`config.mk`:
```
export PLATFORM = sky130hd
export DESIGN_NAME = br_resolve_flat
export DESIGN_NICKNAME = d
export VERILOG_FILES = /design/src/rtl/rv32i_types.sv /design/src/rtl/br_resolve_if.sv /design/src/rtl/br_resolve_pred_queue.sv /design/src/rtl/br_resolve.sv /design/src/flat_wrapper.sv
export SDC_FILE = /design/constraint.sdc
export NUM_CORES = 1
export LEC_CHECK = 0
export BUFFER_PORTS_ARGS = -buffer_cell sky130_fd_sc_hd__buf_4
export CORE_MARGIN = 5
export CORE_UTILIZATION = 55
export CTS_BUF_LIST = sky130_fd_sc_hd__clkbuf_8 sky130_fd_sc_hd__clkbuf_16
export DETAILED_ROUTE_END_ITERATION = 6
export GPL_ROUTABILITY_DRIVEN = 0
export GPL_TIMING_DRIVEN = 0
export PLACE_DENSITY = 0.85
export SLEW_MARGIN = 20
export SYNTH_ARGS = -nofsm -noshare
export SYNTH_HDL_FRONTEND = slang
export SYNTH_HIERARCHICAL = 1
export SYNTH_SLANG_ARGS = --single-unit
```
`constraint.sdc`:
```
create_clock -name clk -period 6.26 [get_ports clk]
set_clock_uncertainty 0.2 [all_clocks]
set_input_delay 0.626 -clock clk [delete_from_list [all_inputs] [get_ports clk]]
set_output_delay 0.626 -clock clk [all_outputs]
set_load 0.05 [all_outputs]
```
`src/rtl/rv32i_types.sv`:
```
// Shared RV32I types plus the branch-resolve queue entry and FSM state.
package rv32i_types;

  typedef logic [31:0] rv32i_word;

  typedef enum logic [6:0] {
    op_lui   = 7'b0110111,
    op_auipc = 7'b0010111,
    op_jal   = 7'b1101111,
    op_jalr  = 7'b1100111,
    op_br    = 7'b1100011,
    op_load  = 7'b0000011,
    op_store = 7'b0100011,
    op_imm   = 7'b0010011,
    op_reg   = 7'b0110011,
    op_csr   = 7'b1110011
  } rv32i_opcode;

  typedef struct packed {
    rv32i_word pc;
    logic      pred_taken;
    rv32i_word pred_target;
  } br_pred_entry_t;

  typedef enum logic {
    BR_RUN     = 1'b0,
    BR_RECOVER = 1'b1
  } br_res_state_t;

  function automatic rv32i_word br_fallthrough(input rv32i_word pc);
    return pc + 32'd4;
  endfunction

endpackage

```
`src/rtl/br_resolve_if.sv`:
```
// Pipeline-facing signals of the branch resolver: IF push, EX resolve, recovery outputs.
interface br_resolve_if;
  import rv32i_types::*;

  logic        stall;
  logic        if_push;
  rv32i_word   if_pc;
  logic        if_pred_taken;
  rv32i_word   if_pred_target;
  rv32i_opcode ex_ctrl_opcode;
  rv32i_word   ex_pc;
  logic        branch_taken;
  rv32i_word   alu_out;
  logic        flush;
  rv32i_word   redirect_pc;
  logic        full;
  logic        sync_err;
  rv32i_word   br_count;
  rv32i_word   mispred_count;

  modport master (
    output stall, if_push, if_pc, if_pred_taken, if_pred_target,
           ex_ctrl_opcode, ex_pc, branch_taken, alu_out,
    input  flush, redirect_pc, full, sync_err, br_count, mispred_count
  );

  modport slave (
    input  stall, if_push, if_pc, if_pred_taken, if_pred_target,
           ex_ctrl_opcode, ex_pc, branch_taken, alu_out,
    output flush, redirect_pc, full, sync_err, br_count, mispred_count
  );
endinterface

```
`src/rtl/br_resolve_pred_queue.sv`:
```
// Circular FIFO of in-flight branch predictions; head is visible combinationally
// so EX can compare and pop in the same cycle.
module pred_queue
  import rv32i_types::*;
#(
  parameter int DEPTH = 4
) (
  input  logic           clk,
  input  logic           rst,
  input  logic           push,
  input  logic           pop,
  input  logic           clear,
  input  br_pred_entry_t wr_entry,
  output logic           full,
  output logic           empty,
  output br_pred_entry_t head
);
  localparam int PW = $clog2(DEPTH);

  logic [PW-1:0]  head_ptr_reg;
  logic [PW-1:0]  tail_ptr_reg;
  logic [PW:0]    count_reg;
  br_pred_entry_t mem [DEPTH];
  logic           do_push;
  logic           do_pop;

  // A push into a full queue is only accepted when a pop frees the head slot.
  assign do_push = push & (~full | pop);
  assign do_pop  = pop & ~empty;

  generate
    for (genvar gi = 0; gi < DEPTH; gi++) begin : g_slot
      always_ff @(posedge clk) begin
        if (do_push && tail_ptr_reg == PW'(gi)) begin
          mem[gi] <= wr_entry;
        end
      end
    end
  endgenerate

  always_ff @(posedge clk) begin
    if (rst || clear) begin
      head_ptr_reg <= '0;
      tail_ptr_reg <= '0;
      count_reg    <= '0;
    end else begin
      if (do_push) tail_ptr_reg <= tail_ptr_reg + 1'b1;
      if (do_pop)  head_ptr_reg <= head_ptr_reg + 1'b1;
      case ({do_push, do_pop})
        2'b10:   count_reg <= count_reg + 1'b1;
        2'b01:   count_reg <= count_reg - 1'b1;
        default: count_reg <= count_reg;
      endcase
    end
  end

  assign head  = mem[head_ptr_reg];
  assign full  = (count_reg == (PW+1)'(DEPTH));
  assign empty = (count_reg == '0);
endmodule

```
`src/rtl/br_resolve.sv`:
```
// Branch resolver: matches EX-stage branch outcomes against queued IF predictions,
// raises a one-cycle flush with the correct PC on mispredict, and keeps statistics.
module br_resolve
  import rv32i_types::*;
#(
  parameter int DEPTH = 4
) (
  input  logic         clk,
  input  logic         rst,
  br_resolve_if.slave  bus
);
  br_res_state_t  state_reg, state_next;
  br_pred_entry_t head;
  br_pred_entry_t wr_entry;
  logic           q_full, q_empty, q_push, q_pop;
  logic           in_run, resolve, push_req, pc_mismatch, mispred, push_err;
  rv32i_word      redirect_reg, br_count_reg, mispred_count_reg;
  logic           sync_err_reg;

  assign wr_entry = '{pc: bus.if_pc, pred_taken: bus.if_pred_taken,
                      pred_target: bus.if_pred_target};

  pred_queue #(.DEPTH(DEPTH)) u_queue (
    .clk      (clk),
    .rst      (rst),
    .push     (q_push),
    .pop      (q_pop),
    .clear    (mispred),
    .wr_entry (wr_entry),
    .full     (q_full),
    .empty    (q_empty),
    .head     (head)
  );

  always_comb begin
    in_run      = (state_reg == BR_RUN);
    resolve     = in_run & ~bus.stall & (bus.ex_ctrl_opcode == op_br);
    push_req    = in_run & ~bus.stall & bus.if_push;
    pc_mismatch = resolve & ~q_empty & (head.pc != bus.ex_pc);
    mispred     = resolve & (q_empty
                             | (head.pc != bus.ex_pc)
                             | (head.pred_taken != bus.branch_taken)
                             | (bus.branch_taken & (head.pred_target != bus.alu_out)));
    // Any resolve in RUN either pops the head or clears the queue, so a push
    // alongside it never overflows.
    push_err    = push_req & q_full & ~resolve;
    q_push      = push_req & ~mispred;
    q_pop       = resolve & ~mispred;
  end

  always_ff @(posedge clk) begin
    if (rst) state_reg <= BR_RUN;
    else     state_reg <= state_next;
  end

  always_comb begin
    state_next = state_reg;
    case (state_reg)
      BR_RUN:     if (mispred) state_next = BR_RECOVER;
      BR_RECOVER: state_next = BR_RUN;
      default:    state_next = BR_RUN;
    endcase
  end

  always_comb begin
    bus.flush = 1'b0;
    if (state_reg == BR_RECOVER) bus.flush = 1'b1;
  end

  always_ff @(posedge clk) begin
    if (rst) begin
      redirect_reg      <= '0;
      sync_err_reg      <= 1'b0;
      br_count_reg      <= '0;
      mispred_count_reg <= '0;
    end else begin
      if (mispred) begin
        redirect_reg <= bus.branch_taken ? bus.alu_out : br_fallthrough(bus.ex_pc);
      end
      if ((resolve & q_empty) | pc_mismatch | push_err) sync_err_reg <= 1'b1;
      if (resolve) br_count_reg      <= br_count_reg + 32'd1;
      if (mispred) mispred_count_reg <= mispred_count_reg + 32'd1;
    end
  end

  assign bus.redirect_pc   = redirect_reg;
  assign bus.full          = q_full;
  assign bus.sync_err      = sync_err_reg;
  assign bus.br_count      = br_count_reg;
  assign bus.mispred_count = mispred_count_reg;
endmodule
```
`src/flat_wrapper.sv`:
```
// flat-port wrapper written by rule: the top's interface ports become plain ports
module br_resolve_flat import rv32i_types::*;
#(
  parameter int DEPTH = 4
)
  (clk, rst, bus_stall, bus_if_push, bus_if_pc, bus_if_pred_taken, bus_if_pred_target, bus_ex_ctrl_opcode, bus_ex_pc, bus_branch_taken, bus_alu_out, bus_flush, bus_redirect_pc, bus_full, bus_sync_err, bus_br_count, bus_mispred_count);
  br_resolve_if bus_i ();
  input  logic clk;
  input  logic rst;
  input wire logic [$bits(bus_i.stall)-1:0] bus_stall;
  input wire logic [$bits(bus_i.if_push)-1:0] bus_if_push;
  input wire logic [$bits(bus_i.if_pc)-1:0] bus_if_pc;
  input wire logic [$bits(bus_i.if_pred_taken)-1:0] bus_if_pred_taken;
  input wire logic [$bits(bus_i.if_pred_target)-1:0] bus_if_pred_target;
  input wire logic [$bits(bus_i.ex_ctrl_opcode)-1:0] bus_ex_ctrl_opcode;
  input wire logic [$bits(bus_i.ex_pc)-1:0] bus_ex_pc;
  input wire logic [$bits(bus_i.branch_taken)-1:0] bus_branch_taken;
  input wire logic [$bits(bus_i.alu_out)-1:0] bus_alu_out;
  output wire logic [$bits(bus_i.flush)-1:0] bus_flush;
  output wire logic [$bits(bus_i.redirect_pc)-1:0] bus_redirect_pc;
  output wire logic [$bits(bus_i.full)-1:0] bus_full;
  output wire logic [$bits(bus_i.sync_err)-1:0] bus_sync_err;
  output wire logic [$bits(bus_i.br_count)-1:0] bus_br_count;
  output wire logic [$bits(bus_i.mispred_count)-1:0] bus_mispred_count;
  assign bus_i.stall = bus_stall;
  assign bus_i.if_push = bus_if_push;
  assign bus_i.if_pc = bus_if_pc;
  assign bus_i.if_pred_taken = bus_if_pred_taken;
  assign bus_i.if_pred_target = bus_if_pred_target;
  assign bus_i.ex_ctrl_opcode = bus_ex_ctrl_opcode;
  assign bus_i.ex_pc = bus_ex_pc;
  assign bus_i.branch_taken = bus_branch_taken;
  assign bus_i.alu_out = bus_alu_out;
  assign bus_flush = bus_i.flush;
  assign bus_redirect_pc = bus_i.redirect_pc;
  assign bus_full = bus_i.full;
  assign bus_sync_err = bus_i.sync_err;
  assign bus_br_count = bus_i.br_count;
  assign bus_mispred_count = bus_i.mispred_count;
  br_resolve #(.DEPTH(DEPTH)) u_core (.clk(clk), .rst(rst), .bus(bus_i));
endmodule
```
# [Yosys cells after proc, flatten, opt, wreduce, memory -nomap -nowiden]
# Memories as Yosys holds them, arrays and structs flattened. A register that Yosys moved wholly into a read port is not among the register bits.
# Index checks and enable logic that the tools add are counted.
[totals] latchBits=0 word_cells=87 n_memories=1 mem_bits_rw=260 reg_bits=105 input_bits=141 romBits=0 out_inout_bits=99
[op_classes] bitwise_logic=26 reduce_logical=11 div=0 magnitude_cmp=0 n_shift=0 n_mul=0 n_mux=24 add_sub_neg=7 n_eq_ne=10
[mem_list] memory="u_core.u_queue.mem" words=4 width=65 rd=1 rd_clocked_by_memory_dff=1 wr=1 line_no="br_resolve_pred_queue.sv:23" source="br_pred_entry_t mem [DEPTH];"
[op_table] cell="65-bit 2-to-1 mux" count=3
[op_table] cell="65-bit OR reduction" count=3
[op_table] cell="32-bit by 1-bit adder with 32-bit output (second input constant)" count=2
[op_table] cell="32-bit inequality test" count=2
[op_table] cell="32-bit by 3-bit adder with 32-bit output (second input constant)" count=1
[op_table] cell="32-bit 2-to-1 mux" count=1
[op_table] cell="1-bit AND" count=14
[op_table] cell="1-bit 2-to-1 mux" count=13
[op_table] cell="2-bit 2-to-1 mux" count=5
[op_table] cell="7-bit == test (second input constant)" count=1
[op_table] cell="2-bit == test (second input constant)" count=3
[op_table] cell="1-bit NOT" count=6
[op_table] cell="1-bit bitwise OR" count=6
[op_table] cell="3-bit one-hot mux with 2 select lines" count=1
[op_table] cell="2-bit by 1-bit adder with 2-bit output (second input constant)" count=2
[op_table] cell="2-bit by 1-bit == test with 1-bit output (second input constant)" count=2
[op_table] cell="1-bit logical AND" count=4
[op_table] cell="3-bit by 1-bit adder with 3-bit output (second input constant)" count=1
[op_table] cell="3-bit == test (second input constant)" count=1
[op_table] cell="3-bit zero test" count=1
[op_table] cell="3-bit by 1-bit subtractor with 3-bit output (second input constant)" count=1
[op_table] cell="2-bit zero test" count=1
[op_table] cell="1-bit one-hot mux with 2 select lines" count=1
[op_table] cell="2-bit nonzero test" count=1
[op_table] cell="2 further kinds" count=2

# [Longest topological paths before layout]
# Gate-level depths: netlist (run 1).
[depth] word_depth=16 depth_mapped=18 ltp_nobuf=15

# [Modules after synthesis]
# The synthesis (run 1) kept the hierarchy.
[modules_own_cells] mod="pred_queue" seq_area_each_um2=7987.7 cells_each=395 area_each_um2=9834.4 n_inst=1
[modules_own_cells] mod="br_resolve" seq_area_each_um2=1961.9 cells_each=786 area_each_um2=6398.6 n_inst=1

# [Worst setup path before layout (run 1)]
# No wires, ideal clock.
[synth_path] path_type="flip-flop to flip-flop" from="reg with a tool-made name" to="mem u_core/u_queue/mem[0][0] in the netlist's numbering, enable pin" period_less_slack_ps=4413 required_ps=5667 arrival_ps=3819 path_stages_with_launch=11 n_path_buf=2 setup_slack_ps=1847 setup_ps=393 path_cell_list="dfxtp_1 buf_2 buf_2 mux4_2 xor2_1 nand4bb_1 nor4_1 a31oi_1 nor2_2 and3_1 and3_2"
[synth_lines] element="end, declared" line_no="br_resolve_pred_queue.sv:23"

==> flow_metrics.py, run 1 <==
metrics = {
    "setup_path": {
        "reg2reg_slack_ns": 0.32,
        "critPathCaptureType": "flop",
        "crit_path_max_incr_delay_ns": 0.66,
        "start_kind": "flop",
        "rr_endpoint": "u_core/u_queue/mem[3][59]",
        "slowest_stage": "clkbuf_1",
        "worstPathArrival_ns": 5.96,
        "crit_top_cell": "clkbuf_1",
        "crit_type": "flop to flop",
        "r2r_cells": 11,
        "critPathMaxFanout": 37,
        "path_cells": "clkbuf_1 -> clkbuf_1 -> mux4_2 -> xnor2_1 -> nand4_1 -> nor4_2 -> a31oi_1 -> nor2_2 -> and3_1 -> and3_4 -> buf_12",
        "critical-path-top-delay-family": "simple AND/OR/NAND/NOR gates",
        "required_ns": 6.27,
        "timing.critical_path.buf_inv": 3,
    },
    "floorplanning": {
        "core-area_sq_um": 29400,
        "chipHeight_microns": 182,
        "die_area_sq_um": 33100,
        "rows": 63,
        "pin_count": 240,
        "start_util_pct": 55.2,
        "die_w_microns": 182,
    },
    "timing": {
        "rsz0062_at_grt": "false",
        "finalHoldViolCount": 0,
        "finalCritPeriodShare_pct": 95.0,
        "fin_crit_ns": 5.94,
        "hold_slack_ns": 0.0883,
        "worst_pin_slew_ns": 0.868,
        "timing.fmax_mhz": 168,
        "slew-limit-headroom_pct": 42.1,
        "setup_violations": 0,
        "finalMaxSlewViolations": 0,
    },
    "synthesis": {
        "ys_async_sr_fraction_pct": 0,
        "synthCells": 1181,
        "synth_cell_types": 61,
        "synth_edf_count": 260,
        "synth_ff_type": "edfxtp_1",
        "syn_area_per_cell_sq_um": 13.7,
        "yosysWarnings": 6,
        "synth_seq_cells": 367,
        "ys_seq_area_share_pct": 61.3,
        "synth_nets": 1331,
        "netlist_area_sq_um": 16200,
    },
    "pwr": {
        "p_leak_uw": 0.00685,
        "pwr_density_cell_nw_per_um2": 267,
        "ir_worst_vdd_mv": 0.229,
    },
    "cts": {
        "cts_setup_buffers": 0,
        "clk_pin_slew_ns": 0.06,
        "cts_tree": "yes",
        "clockRootBuffer": "clkbuf_16",
        "cts_sinks": 367,
        "cts_buffers": 40,
        "htree_levels": 2,
        "cts_hold_buf": 0,
        "clock_latency_ns": 0.53,
        "clockBufferDepth": 3,
        "cts.repair.resized": 0,
    },
    "finish": {
        "instances_no_fill": 1886,
        "n_fill_cell": 1982,
        "final_area_sq_um": 19900,
        "largest_reg_flops": 260,
        "syn_to_final_growth_pct": 22.8,
        "regMostFlops": "u_core/u_queue/mem",
        "finalNetCount": 1613,
        "drive_gt1_share_pct": 30.4,
    },
    "min_path": {
        "holdPathStages": 1,
        "min_from": "bus_if_pc[13]",
        "hp-class": "primary input to flop",
        "holdPathEnd": "u_core/u_queue/mem[0][46]",
    },
    "run_status": {
        "status": "complete, no violations",
    },
    "detailed_routing": {
        "drt-pass1-iter-count": 6,
        "wl_per_cell_microns": 24.0,
        "ant_nets": 0,
        "drc_errors": 0,
        "drtIter0Drc": 1394,
        "viasPerCell": 6.22,
        "finalWirelength_microns": 45300,
        "vias": 11725,
    },
    "grt": {
        "grt.total_usage_pct": 26.4,
        "grt_first_pass_wirelength_microns": 67500,
        "antenna_found_initial": 3,
        "gr-total-overflow": 0,
        "grt_pass1_vias": 11542,
        "grt_max_degree": 46,
    },
    "place": {
        "placed_cells": 1811,
        "dp_hpwl_microns": 32400,
        "io_buffers": 236,
        "placed_area_sq_um": 18600,
    },
    "flow_run": {
        "maxCapViolations": 0,
    },
}
metrics by stage:
step	power (uW)	setup slack (ns)	util, %	TNS (ns)
after CTS	5340	0.381	67.8	0
after floorplan	2840	1.85	-	0
final	5330	0.316	67.8	0
after global routing	5480	0.0713	67.8	0
after detailed placement	3010	0.513	63.2	0
after global placement	3000	-0.0271	62.9	-4.10
cells in the mapped netlist, types with 4 or more instances:
master      n  share of area (%)
a211oi_1    7               0.32
a21oi_1    52                1.6
a221o_1     4               0.25
and2_1      4               0.15
and3_1     10               0.39
and3_2      4               0.18
and4_1     11               0.59
buf_1       4              0.092
buf_2      23               0.71
clkbuf_1   40               0.92
dfxtp_1   107                 13
edfxtp_1  260                 48
ha_1        8               0.62
inv_1      20               0.46
mux2_2     30                2.1
mux2i_1     4               0.25
mux4_2     65                9.0
nand2_1    40               0.92
nand3_1    64                2.0
nand4_1    41                1.6
nand4b_1   10               0.54
nor2_1     85                2.0
nor2b_1    29                1.1
nor3_1     21               0.65
nor4_1     24               0.92
nor4_2      4               0.31
o21ai_0    21               0.65
o221ai_1   15               0.81
o31ai_1     4               0.18
or3_1       9               0.35
xnor2_1   101                5.4
xor2_1     17               0.92
cells in the final DEF (no fill, tap or decap), types with 5 or more instances in the layout:
cell type,n
o21ai_0,21
dfxtp_1,107
clkbuf_16,43
nor2b_1,29
xor2_1,17
and3_1,10
nand4b_1,10
edfxtp_1,260
or3_1,9
a211oi_1,7
xnor2_1,101
clkinv_2,13
nor4_1,24
nand4_1,41
clkinv_1,5
mux2_2,30
inv_1,23
a21oi_1,52
nand2_1,40
o221ai_1,15
mux4_2,65
nand3_1,64
and4_1,11
buf_2,23
buf_4,238
nor3_1,21
clkbuf_1,40
nor2_1,85
ha_1,8
where the power goes:
group	switching, uW	internal [uW]	leakage (uW)
sequential	10.1	2640	0.00322
combinational	187	134	0.00295
clock	963	1400	0.000683
total	1160	4170	0.00685
final cells by class:
type | instances | area, sq um | share of cell area [%]
Clock inverter | 29 | 238 | 1.19
Clock buffer | 45 | 1100 | 5.53
Sequential cell | 367 | 9950 | 49.9
Inverter | 20 | 75.1 | 0.377
Multi-Input combinational cell | 723 | 5910 | 29.6
Antenna cell | 1 | 2.50 | 0.0126
Buffer | 71 | 312 | 1.56
Tap cell | 390 | 488 | 2.45
Timing Repair Buffer | 240 | 1860 | 9.32
per-layer routing:
metal  vias up  GRT usage, %  wire [microns]  part of all wire [%]
met4         4          11.4            2140                   4.7
met1      5696          35.5           17000                    38
met2       790          41.6           21100                    47
li1       5083             -               -                     -
met3       152          6.25            5040                    11
met5         -             0              21                 0.046
cell families (layout without fill, tap and decap cells):
logic type	Yosys count	count (layout)	synth area share [%]
AOI/OAI and AO/OA	118	118	4.68
xor gates and xnor gates	118	118	6.37
adders and majority gates	9	9	0.740
buffers and inverters	91	405	2.38
DFF	367	367	61.3
muxes	102	102	11.6
other	0	1	0
and+or+nand+nor	376	376	13.0
worst reg2reg max path: cells and delay by family (launching register included):
family          cells  cell delay, ns
simple gates        5            2.41
buf+inv             3            1.54
mux                 1            0.44
compound gates      1            0.40
flops               1            0.33
xor+xnor            1            0.28
worst max path at each step:
stage | start | to | slack [ns] | depth (start not counted)
2_1_floorplan | flop | u_core/u_queue/mem[0][0] | 1.85 | 10
5_1_grt | flop | u_core/u_queue/count_reg[2] | 0.07 | 17
3_3_place_gp | flop | u_core/u_queue/mem[3][53] | -0.03 | 10
4_1_cts | flop | u_core/u_queue/mem[0][59] | 0.38 | 11
6_report | flop | u_core/u_queue/mem[3][59] | 0.32 | 11
3_5_place_dp | flop | u_core/u_queue/mem[0][61] | 0.51 | 11
Power figures use the tool's default switching activity.
==> run 2: changes to the inputs <==
--- a/config.mk
+++ b/config.mk
@@ -5,6 +5,7 @@
 export SDC_FILE = /design/constraint.sdc
 export NUM_CORES = 1
 export LEC_CHECK = 0
+export ABC_AREA = 1
 export BUFFER_PORTS_ARGS = -buffer_cell sky130_fd_sc_hd__buf_4
 export CORE_MARGIN = 5
 export CORE_UTILIZATION = 55
==> flow_metrics.py, run 2 <==
metrics = {
    "floorplanning": {
        "die_w_microns": 189,
        "core-area_sq_um": 31600,
        "chipHeight_microns": 189,
        "pin_count": 240,
        "die_area_sq_um": 35600,
        "rows": 65,
        "start_util_pct": 55.7,
    },
    "synthesis": {
        "synth_common_cells": "nand2_1, nor2_1, edfxtp_1",
        "synthTopCellsByArea": "edfxtp_1, dfxtp_1, nand2_1",
        "yosysWarnings": 6,
        "synth_seq_cells": 367,
        "syn_area_per_cell_sq_um": 8.95,
        "synth_edf_count": 260,
        "synth_top_cell_by_area": "edfxtp_1",
        "synth_ff_type": "edfxtp_1",
        "synthCells": 1965,
        "ys_async_sr_fraction_pct": 0,
        "synth_nets": 2115,
        "netlist_area_sq_um": 17600,
        "ys_seq_area_share_pct": 56.6,
        "synth_top_area_share_pct": 44.4,
        "synth_cell_types": 43,
        "yosysMostFrequentCell": "nand2_1",
    },
    "setup_path": {
        "critPathMaxFanout": 20,
        "critPathCaptureType": "flop",
        "required_ns": 6.29,
        "crit_type": "flop to flop",
        "worstPathArrival_ns": 5.58,
        "start_kind": "flop",
    },
    "cts": {
        "cts_tree": "yes",
        "cts.repair.resized": 0,
        "cts_setup_buffers": 0,
        "cts_hold_buf": 0,
        "cts_sinks": 367,
        "clock_latency_ns": 0.53,
        "cts_buffers": 38,
        "clk_pin_slew_ns": 0.06,
        "clockBufferDepth": 3,
        "htree_levels": 2,
        "clockRootBuffer": "clkbuf_16",
    },
    "finish": {
        "drive_gt1_share_pct": 17.8,
        "finalNetCount": 2406,
        "largest_reg_flops": 260,
        "mostFrequentLayoutCells": "nand2_1, nor2_1, edfxtp_1, buf_4, inv_1",
        "fin_util_pct": 67.6,
        "final_area_sq_um": 21300,
        "layout_commonest_cell": "nand2_1",
        "regMostFlops": "u_core/u_queue/mem",
        "syn_to_final_growth_pct": 21.4,
    },
    "place": {
        "dp_hpwl_microns": 38900,
        "placed_area_sq_um": 20200,
        "dp_slack_ns": 0.921,
        "io_buffers": 239,
    },
    "detailed_routing": {
        "finalWirelength_microns": 53200,
        "ant_nets": 0,
        "drc_errors": 0,
        "drtIter0Drc": 2108,
        "wl_per_cell_microns": 19.8,
        "vias": 15776,
        "viasPerCell": 5.88,
        "drt-pass1-iter-count": 7,
    },
    "grt": {
        "grt.total_usage_pct": 28.5,
        "grt_max_degree": 25,
        "grt_pass1_vias": 14828,
        "grt_first_pass_wirelength_microns": 80300,
        "grt_use_met1_pct": 36.0,
        "gr-total-overflow": 0,
        "use_met2_pct": 47.5,
        "antenna_found_initial": 1,
        "gr-max-usage-layer": "met2",
        "use_met3_pct": 6.41,
    },
    "timing": {
        "fin_ws_ns": 0.709,
        "slew-limit-headroom_pct": 55.4,
        "finalMaxSlewViolations": 0,
        "finalCritPeriodShare_pct": 88.7,
        "setup_violations": 0,
        "worst_pin_slew_ns": 0.663,
        "hold_slack_ns": 0.0881,
        "fin_crit_ns": 5.55,
        "finalHoldViolCount": 0,
        "rsz0062_at_grt": "false",
        "timing.fmax_mhz": 180,
    },
    "run_status": {
        "status": "complete, no violations",
    },
    "pwr": {
        "pwr_density_cell_nw_per_um2": 238,
        "p_leak_uw": 0.00851,
        "ir_worst_vdd_mv": 0.195,
        "total_power_uw": 5070,
    },
    "flow_run": {
        "maxCapViolations": 0,
    },
    "min_path": {
        "hp-class": "primary input to flop",
    },
}
-- run 2: through the flow --
step,TNS [ns],cells
finish,0,2685
detailed placement,0,2618
floorplan,0,1965
global placement,-761.87,2606
global route,0,2683
CTS,0,2683
-- run 2: power by group --
| group | switching [uW] | internal (uW) |
|---|---|---|
| clock network | 901 | 1170 |
| logic | 217 | 131 |
| registers | 12.4 | 2640 |
| total | 1130 | 3940 |
-- run 2: final cells by class --
type,count,area (sq um)
fillers,2339,10200
diodes,2,5.00
well taps,402,503
plain buffers,77,460
clock inverters,26,150
flip-flops and latches,367,9950
inverters,198,748
multi-input cells,1323,6450
repair buffers,251,2090
clock buffers,39,976
-- run 2: worst paths after layout --
check | startpoint | end | slack, ns | depth (start not counted)
max | flop | u_core/u_queue/mem[3][0] | 0.71 | 19
min | bus_if_pc[1] | u_core/u_queue/mem[1][34] | 0.09 | 1
max reg2reg | flop | u_core/u_queue/mem[3][0] | 0.71 | 19
min reg2reg | u_core/bus.sync_err | u_core/bus.sync_err | 0.29 | 2
-- run 2: logic make-up after synthesis --
family | count (synthesis) | synth area share (%)
xor gates and xnor gates | 39 | 1.94
muxes | 1 | 0.0569
buffers and inverters | 275 | 6.87
AOI/OAI and AO/OA | 336 | 11.0
adders and majority gates | 9 | 0.683
DFF | 367 | 56.6
and+or+nand+nor | 938 | 22.8
-- run 2: worst max-delay path, cell delays in order, from the launching register on --
cell and delay (ns):
dfxtp_1 0.42, buf_4 0.25, clkbuf_1 0.37, o21ai_0 0.17
o22ai_1 0.33, nor2_1 0.09, nor2_1 0.20, nand2_1 0.08
nor2_1 0.14, nand4_1 0.10, nor2_1 0.49, nand2_2 0.28
buf_2 0.27, nor2_1 0.25, inv_1 0.08, nand3_1 0.19
nand2_1 0.28, nor2_4 0.58, buf_16 0.23, buf_16 0.19
-- run 2: layer usage --
metal	wire length (microns)	up-vias	part of all wire [%]
met1	19000	7302	36
met4	2540	0	4.8
met5	0	-	0
li1	-	7174	-
met2	25100	1124	47
met3	6530	176	12
==> run 3: changes to the inputs <==
--- a/config.mk
+++ b/config.mk
@@ -8,12 +8,12 @@
 export ABC_AREA = 1
 export BUFFER_PORTS_ARGS = -buffer_cell sky130_fd_sc_hd__buf_4
 export CORE_MARGIN = 5
-export CORE_UTILIZATION = 55
+export CORE_UTILIZATION = 40
 export CTS_BUF_LIST = sky130_fd_sc_hd__clkbuf_8 sky130_fd_sc_hd__clkbuf_16
 export DETAILED_ROUTE_END_ITERATION = 6
 export GPL_ROUTABILITY_DRIVEN = 0
 export GPL_TIMING_DRIVEN = 0
-export PLACE_DENSITY = 0.85
+export PLACE_DENSITY = 0.67
 export SLEW_MARGIN = 20
 export SYNTH_ARGS = -nofsm -noshare
 export SYNTH_HDL_FRONTEND = slang
==> flow_metrics.py, run 3 (synthesized netlist as in run 2, its figures left out) <==
metrics = {
    "run_status": {
        "status": "complete, no violations",
    },
    "timing": {
        "fin_ws_ns": 0.566,
        "finalMaxSlewViolations": 0,
        "timing.fmax_mhz": 176,
        "setup_violations": 0,
        "setup_tns_ns": 0,
        "worst_pin_slew_ns": 0.674,
        "hold_slack_ns": 0.0554,
        "finalCritPeriodShare_pct": 91.0,
        "rsz0062_at_grt": "false",
        "finalHoldViolCount": 0,
        "slew-limit-headroom_pct": 54.7,
        "fin_crit_ns": 5.69,
    },
    "grt": {
        "grt_first_pass_wirelength_microns": 81700,
        "grt_max_degree": 24,
        "gr-total-overflow": 0,
        "grt_pass1_vias": 14119,
        "antenna_found_initial": 5,
        "grt.total_usage_pct": 22.1,
    },
    "place": {
        "io_buffers": 239,
        "dp_slack_ns": 0.695,
        "dp_hpwl_microns": 41400,
    },
    "floorplanning": {
        "core-area_sq_um": 43300,
        "die_area_sq_um": 48300,
        "pin_count": 240,
        "rows": 76,
        "start_util_pct": 40.6,
        "die_w_microns": 220,
        "chipHeight_microns": 220,
    },
    "setup_path": {
        "required_ns": 6.32,
        "slowest_stage": "nor2_4",
        "critical-path-top-delay-family": "simple AND/OR/NAND/NOR gates",
        "crit_type": "flop to flop",
        "worstPathArrival_ns": 5.76,
        "critPathCaptureType": "flop",
        "crit_path_max_incr_delay_ns": 0.60,
        "timing.critical_path.buf_inv": 6,
        "critPathMaxFanout": 19,
        "r2r_cells": 18,
        "cp.depth": 18,
        "path_cells": "buf_4 -> clkbuf_1 -> o21ai_0 -> o22ai_1 -> xnor2_1 -> nand3_1 -> nor2_1 -> nand4_1 -> nor2_1 -> nand2_2 -> buf_2 -> nor2_1 -> inv_1 -> nand3_1 -> nand2_1 -> nor2_4 -> buf_16 -> buf_16",
        "crit_top_cell": "nor2_1",
        "start_kind": "flop",
    },
    "pwr": {
        "combPwrFrac_pct": 6.5,
        "switchingPower_uw": 1200,
        "swShare_pct": 22.4,
        "pwr-share-clk_pct": 44.1,
        "pwr_density_cell_nw_per_um2": 247,
        "internal_power_uw": 4170,
        "seqPwrFrac_pct": 49.4,
        "p_leak_uw": 0.00859,
        "ir_worst_vdd_mv": 0.216,
    },
    "finish": {
        "finalNetCount": 2408,
        "regMostFlops": "u_core/u_queue/mem",
        "n_fill_cell": 3935,
        "layout_commonest_cell": "nand2_1",
        "fin_util_pct": 50.3,
        "syn_to_final_growth_pct": 23.8,
        "largest_reg_flops": 260,
        "mostFrequentLayoutCells": "nand2_1, nor2_1, edfxtp_1, buf_4, inv_1",
        "drive_gt1_share_pct": 18.0,
    },
    "cts": {
        "cts_hold_buf": 0,
        "clk_pin_slew_ns": 0.06,
        "cts.repair.resized": 0,
        "cts_setup_buffers": 0,
        "clock_latency_ns": 0.57,
        "htree_levels": 2,
        "cts_sinks": 367,
        "cts_buffers": 40,
        "clockRootBuffer": "clkbuf_16",
        "clockBufferDepth": 3,
        "cts_tree": "yes",
    },
    "detailed_routing": {
        "finalWirelength_microns": 55700,
        "drt-pass1-iter-count": 6,
        "viasPerCell": 5.30,
        "wl_per_cell_microns": 19.4,
        "vias": 15231,
        "drtIter0Drc": 1723,
        "drc_errors": 0,
        "ant_nets": 0,
    },
    "flow_run": {
        "maxCapViolations": 0,
    },
    "min_path": {
        "hp-class": "primary input to flop",
        "holdPathStages": 1,
    },
}
-- run 3: cell types whose count changed in the layout (fill, tap and decap cells not counted), sizes merged --
cell | before | now
clkinv | 16 | 14
clkbuf | 75 | 80
clkinvlp | 1 | 2
bufinv | 1 | 4
-- run 3: power by group through the flow --
stage	clock (uW)	sequential (uW)	combinational [uW]
2_1_floorplan	0	2710	143
3_3_place_gp	0	2710	319
3_5_place_dp	0	2710	341
4_1_cts	2410	2650	343
5_1_grt	2530	2660	373
6_report	2370	2660	347
-- run 3: area by class of cell --
| type | count | area, sq um | area share (%) |
|---|---|---|---|
| well taps | 585 | 732 | 3.36 |
| flip-flops and latches | 367 | 9950 | 45.7 |
| diodes | 2 | 5.00 | 0.0230 |
| repair buffers | 251 | 2080 | 9.56 |
| inverters | 198 | 748 | 3.44 |
| multi-input cells | 1323 | 6450 | 29.7 |
| clock inverters | 28 | 263 | 1.21 |
| plain buffers | 77 | 460 | 2.12 |
| clock buffers | 44 | 1070 | 4.90 |
-- run 3: per-stage QoR --
step	instance area (sq um)	cells	total power, uW
4_1_cts	21800	2873	5410
3_5_place_dp	20400	2801	3050
6_report	21800	2875	5370
2_1_floorplan	17600	1965	2850
5_1_grt	21800	2874	5560
3_3_place_gp	20100	2789	3030
-- run 3: worst paths after layout --
kind | startpoint | end | slack (ns)
min | bus_if_pred_target[21] | u_core/u_queue/mem[1][21] | 0.06
max reg2reg | flop | u_core/u_queue/mem[2][35] | 0.57
max | flop | u_core/u_queue/mem[2][35] | 0.57
min reg2reg | u_core/bus.redirect_pc[14] | u_core/bus.redirect_pc[14] | 0.28
-- run 3: per-layer routing --
| layer | wire length, microns | global-route usage (%) |
|---|---|---|
| met1 | 22500 | 29.3 |
| met3 | 4870 | 4.46 |
| met2 | 25500 | 35.6 |
| met4 | 2700 | 9.40 |
| met5 | 34 | 0 |
